**config.mk**
```make
export PLATFORM = sky130hd
export DESIGN_NAME = key_debounce_pulse
export DESIGN_NICKNAME = d
export VERILOG_FILES = /design/src/rtl/key_debounce_pulse.sv
export SDC_FILE = /design/constraint.sdc
export NUM_CORES = 1
export LEC_CHECK = 0
export CORE_MARGIN = 2
export CORE_UTILIZATION = 54
export DETAILED_ROUTE_END_ITERATION = 12
export GPL_ROUTABILITY_DRIVEN = 0
export PLACE_DENSITY = 0.72
export RECOVER_POWER = 50
export SLEW_MARGIN = 10
export SYNTH_ARGS = -nofsm -noshare
export SYNTH_HDL_FRONTEND = slang
export SYNTH_SLANG_ARGS = --single-unit
```
**constraint.sdc**
```tcl
create_clock -name Clk -period 5.3 [get_ports Clk]
set_input_delay 1.59 -clock Clk [delete_from_list [all_inputs] [get_ports Clk]]
set_output_delay 1.59 -clock Clk [all_outputs]
set_load 0.1 [all_outputs]
```
**src/rtl/key_debounce_pulse.sv**
```systemverilog
// key_debounce_pulse
//   Conditions raw active-low pushbuttons for downstream sequential logic.
//   Each key is synchronised to Clk, inverted, and debounced by its own
//   four-state counter FSM (UP / WAIT_DN / DOWN / WAIT_UP). The outputs are a
//   clean active-high level and single-cycle press pulses. Release pulses are
//   optional.
//
// Optional feature macro: DEBOUNCE_RELEASE_PULSE_EN
//   defined   : Release[i] pulses for one cycle on the WAIT_UP -> UP transition.
//   undefined : Release is tied to 0 and no release logic is built.
//
// Ports
//   Clk      in   1       system clock
//   Rst      in   1       synchronous, active-high reset
//   KEY      in   N_KEYS  raw pushbuttons, active-low, asynchronous to Clk
//   Level    out  N_KEYS  debounced state, active-high (1 = pressed)
//   Press    out  N_KEYS  one-cycle pulse when Level rises
//   Release  out  N_KEYS  one-cycle pulse when Level falls (macro-gated)
//
// The per-key FSM state is held in state_q (a packed array of state_e), so
// checkers can bind to it hierarchically.
module key_debounce_pulse #(
  parameter int N_KEYS          = 3,
  parameter int DEBOUNCE_CYCLES = 1000000,
  parameter int CNT_WIDTH       = 20
) (
  input  logic              Clk,
  input  logic              Rst,
  input  logic [N_KEYS-1:0] KEY,
  output logic [N_KEYS-1:0] Level,
  output logic [N_KEYS-1:0] Press,
  output logic [N_KEYS-1:0] Release
);

  typedef enum logic [1:0] {
    ST_UP      = 2'd0,
    ST_WAIT_DN = 2'd1,
    ST_DOWN    = 2'd2,
    ST_WAIT_UP = 2'd3
  } state_e;

  localparam logic [CNT_WIDTH-1:0] CNT_MAX = CNT_WIDTH'(DEBOUNCE_CYCLES - 1);

  logic [N_KEYS-1:0] sync1_q, sync2_q;
  logic [N_KEYS-1:0] s;  // synchronised key, 1 = pressed

  state_e [N_KEYS-1:0]                state_q, state_d;
  logic   [N_KEYS-1:0][CNT_WIDTH-1:0] cnt_q, cnt_d;

  logic [N_KEYS-1:0] level_q, level_d;
  logic [N_KEYS-1:0] press_q, press_d;
`ifdef DEBOUNCE_RELEASE_PULSE_EN
  logic [N_KEYS-1:0] release_q, release_d;
`endif

  assign s = ~sync2_q;

  // State register. The synchroniser resets to 1 so that a key held through
  // reset is seen as a fresh press once reset is released.
  always_ff @(posedge Clk) begin
    if (Rst) begin
      sync1_q   <= '1;
      sync2_q   <= '1;
      state_q   <= {N_KEYS{ST_UP}};
      cnt_q     <= '0;
      level_q   <= '0;
      press_q   <= '0;
`ifdef DEBOUNCE_RELEASE_PULSE_EN
      release_q <= '0;
`endif
    end else begin
      sync1_q   <= KEY;
      sync2_q   <= sync1_q;
      state_q   <= state_d;
      cnt_q     <= cnt_d;
      level_q   <= level_d;
      press_q   <= press_d;
`ifdef DEBOUNCE_RELEASE_PULSE_EN
      release_q <= release_d;
`endif
    end
  end

  // Next-state logic. The counter never wraps: reaching CNT_MAX always forces
  // the transition out of the WAIT state in the same cycle.
  always_comb begin
    state_d = state_q;
    cnt_d   = cnt_q;
    for (int i = 0; i < N_KEYS; i++) begin
      case (state_q[i])
        ST_UP: begin
          if (s[i]) begin
            state_d[i] = ST_WAIT_DN;
            cnt_d[i]   = '0;
          end
        end
        ST_WAIT_DN: begin
          if (!s[i]) begin
            state_d[i] = ST_UP;
            cnt_d[i]   = '0;
          end else if (cnt_q[i] == CNT_MAX) begin
            state_d[i] = ST_DOWN;
            cnt_d[i]   = '0;
          end else begin
            cnt_d[i]   = cnt_q[i] + CNT_WIDTH'(1);
          end
        end
        ST_DOWN: begin
          if (!s[i]) begin
            state_d[i] = ST_WAIT_UP;
            cnt_d[i]   = '0;
          end
        end
        ST_WAIT_UP: begin
          if (s[i]) begin
            state_d[i] = ST_DOWN;
            cnt_d[i]   = '0;
          end else if (cnt_q[i] == CNT_MAX) begin
            state_d[i] = ST_UP;
            cnt_d[i]   = '0;
          end else begin
            cnt_d[i]   = cnt_q[i] + CNT_WIDTH'(1);
          end
        end
        default: begin
          state_d[i] = ST_UP;
          cnt_d[i]   = '0;
        end
      endcase
    end
  end

  // Output logic. The outputs are computed from the next state and then
  // registered, so Level and Press change on the same edge as the state.
  always_comb begin
    level_d   = '0;
    press_d   = '0;
`ifdef DEBOUNCE_RELEASE_PULSE_EN
    release_d = '0;
`endif
    for (int i = 0; i < N_KEYS; i++) begin
      level_d[i]   = (state_d[i] == ST_DOWN) || (state_d[i] == ST_WAIT_UP);
      press_d[i]   = (state_q[i] == ST_WAIT_DN) && (state_d[i] == ST_DOWN);
`ifdef DEBOUNCE_RELEASE_PULSE_EN
      release_d[i] = (state_q[i] == ST_WAIT_UP) && (state_d[i] == ST_UP);
`endif
    end
  end

  assign Level = level_q;
  assign Press = press_q;
`ifdef DEBOUNCE_RELEASE_PULSE_EN
  assign Release = release_q;
`else
  assign Release = '0;
`endif

endmodule

```
==> impl_metrics.yaml <==
status:
  outcome: "finished, final reports clean"
sta:
  grt_setup_unrepaired: "no"
  relSlewSlack: 0.241
  final-setup-viol-count: 0
  fmax_mhz: 242
  layout_worst_path_cycle_share: 0.781
  worst_clock_skew_ns: 0.00839
  post-route-worst-setup-slack_ns: 1.16
  slew_violations: 0
  timing.final.hold_violations: 0
  actual_slew_at_the_worst_max_slew_pin_ns: 1.14
  setup-tns-final_ns: 0
  final_period_minus_worst_setup_slack_ns: 4.14
synth:
  post_synth_instance_area_mm2: 0.00363
  yosys_warnings: 0
  postSynthCellCount: 431
  synth_top_cells_by_area: "dfxtp_1 (42%), nand3_1 (5.1%), nor2_1 (5.1%)"
  yosysTopAreaCell: "dfxtp_1"
  ys_async_sr_fraction: 0
  synthDistinctLibCells: 56
  synth_enable_flop_cells: 0
  synthMostInstantiatedCell: "dfxtp_1"
  postSynthRegisterBits: 77
  synth_largest_type_area_fraction: 0.425
  synth_ff_type: "dfxtp_1"
  post_synth.cell_area_avg_um2: 8.42
  ys_seq_area_frac: 0.425
  commonest_cells_in_the_netlist: "dfxtp_1 (77), nor2_1 (49), nand2_1 (40), nand3_1 (37), a21oi_1 (29)"
worst_setup_path:
  cp_data_arrival_time_ns: 4.41
  end_kind: "register"
  critical_path_required_ns: 5.57
  worstPathMaxFanout: 28
  setup.worst_path.class: "input pin to register"
  timing.critical_path.from_type: "input pin"
cts:
  postCtsResizedCells: 0
  root_buffer: "clkbuf_8"
  clk-insertion-delay-late_ns: 0.35
  cts.sinks: 77
  numCtsBuffers: 9
  ctsLongestPathBuffers: 2
  path_clk_slew_ns: 0.09
  htreeDepth: 3
  cts_tree: "yes"
  postcts_setup_bufs: 0
  hold_buffers: 0
routing:
  detailedRoute.firstIterationViolations: 202
  wl_per_cell_um: 14.3
  viasPerCell: 6.02
  detail_route.first_pass.iterations: 5
  route.vias.total: 3156
  remaining_routing_drc_violations: 0
  drt.antenna.violating_nets: 0
  routed_wl_um: 7470
global_route:
  antenna_violations_before_repair: 0
  grt_overflow_total: 0
  number_of_global_route_vias_before_repair: 2830
  grt_pass1_wl_um: 12800
  grt_max_degree: 29
  grt.total_usage: 0.212
die:
  chipWidth_um: 86.0
  initial_utilization: 0.565
  die_h_um: 86.0
  core_mm2: 0.00642
  io_pins: 14
  floorplan.die_area_mm2: 0.00739
  rows: 29
placement:
  count_of_port_buffers_added_during_placement: 10
  dp_cells: 508
  dpl.hpwl_um: 5090
  detailedPlace.worstSlack_ns: 1.37
power:
  standby_leakage_power_nw: 1.32
  seqPwrFrac: 0.536
  switching_power_mw: 0.265
  p_int_mw: 0.823
  vdd_ir_drop_max_mv: 0.168
  clockPowerShare: 0.428
  power_switching_share: 0.244
  power_density_mw_per_mm2: 274
  p_comb_frac: 0.036
finish:
  drive_above_1_share: 0.0761
  area_growth_pct: 9.48
  final_cell_count_no_fill: 524
  final_net_count: 450
  antennaDiodeCount: 0
hold_path:
  min_path_type: "register to register"
job:
  drv_cap: 0
==> through the flow <==
stage / power, mW / area, um2 / utilization / hold WS (ns)
after floorplan: 0.627 / 3640 / - / 0.389
after global placement: 0.636 / 3770 / 0.587 / 0.393
after detailed placement: 0.636 / 3770 / 0.587 / 0.392
after CTS: 1.10 / 3980 / 0.619 / 0.413
after global routing: 1.13 / 3970 / 0.619 / 0.429
final: 1.09 / 3970 / 0.619 / 0.413
==> sequential cells by signal, indices dropped and copies added, names as in the netlist <==
name and flops:
cnt_q 60, sync1_q 3, Level 2, Press 3
state_q 6, sync2_q 3
==> worst max-delay path, cell delays in order <==
cell           delay (ns)
dlygate4sd3_1        0.53
clkbuf_1             0.45
inv_1                0.39
nand3_1              0.16
a21oi_2              0.85
o21ai_0              0.21
a31oi_1              0.22
==> power by group through the flow <==
stage                     clock (mW)  combinational (mW)  sequential, mW
after floorplan                    0              0.0313           0.596
after global placement             0              0.0393           0.596
after detailed placement           0              0.0400           0.597
after CTS                      0.472              0.0401           0.583
after global routing           0.507              0.0430           0.584
final                          0.466              0.0394           0.583
==> worst paths after layout <==
kind / to / cells past startpoint / from / slack (ns)
min: sync2_q[1] / 1 / sync1_q[1] / 0.41
max: cnt_q[27] / 7 / Rst / 1.16
max reg2reg: cnt_q[54] / 7 / cnt_q[40] / 3.02
min reg2reg: sync2_q[1] / 1 / sync1_q[1] / 0.41
==> cell usage in the layout, fill, tap and decap left out, types with 11 or more instances in the layout <==
cell type and count:
nand2_1 40, xor2_1 13, a31oi_1 16, dfxtp_1 77, o21ai_0 17, nand3_1 37
nor2_1 49, a21oi_1 29, nor4_1 11, xnor2_1 13
==> layout make-up <==
class | instances | area [um2]
inverters | 7 | 26.3
flip-flops and latches | 77 | 1540
fillers | 574 | 2450
clock inverters | 6 | 68.8
clock buffers | 10 | 138
multi-input cells | 335 | 1990
repair buffers | 12 | 111
well taps | 77 | 96.3
==> routing by layer <==
layer | vias to the layer above | routed length (um) | global-route usage
met5 | - | 0 | 0
met4 | 0 | 140 | 0.0909
met3 | 13 | 212 | 0.0346
met2 | 55 | 3410 | 0.328
met1 | 1494 | 3710 | 0.292
li1 | 1594 | - | -
==> cell families after synthesis <==
logic type	share of synthesized area
AOI/OAI and AO/OA	0.144
xor gates and xnor gates	0.0628
adders and majority gates	0.0103
buffers and inverters	0.0286
DFF	0.425
muxes	0.0166
other	0.00103
and+or+nand+nor	0.312
Note: power is estimated with default switching activity, not from simulation.
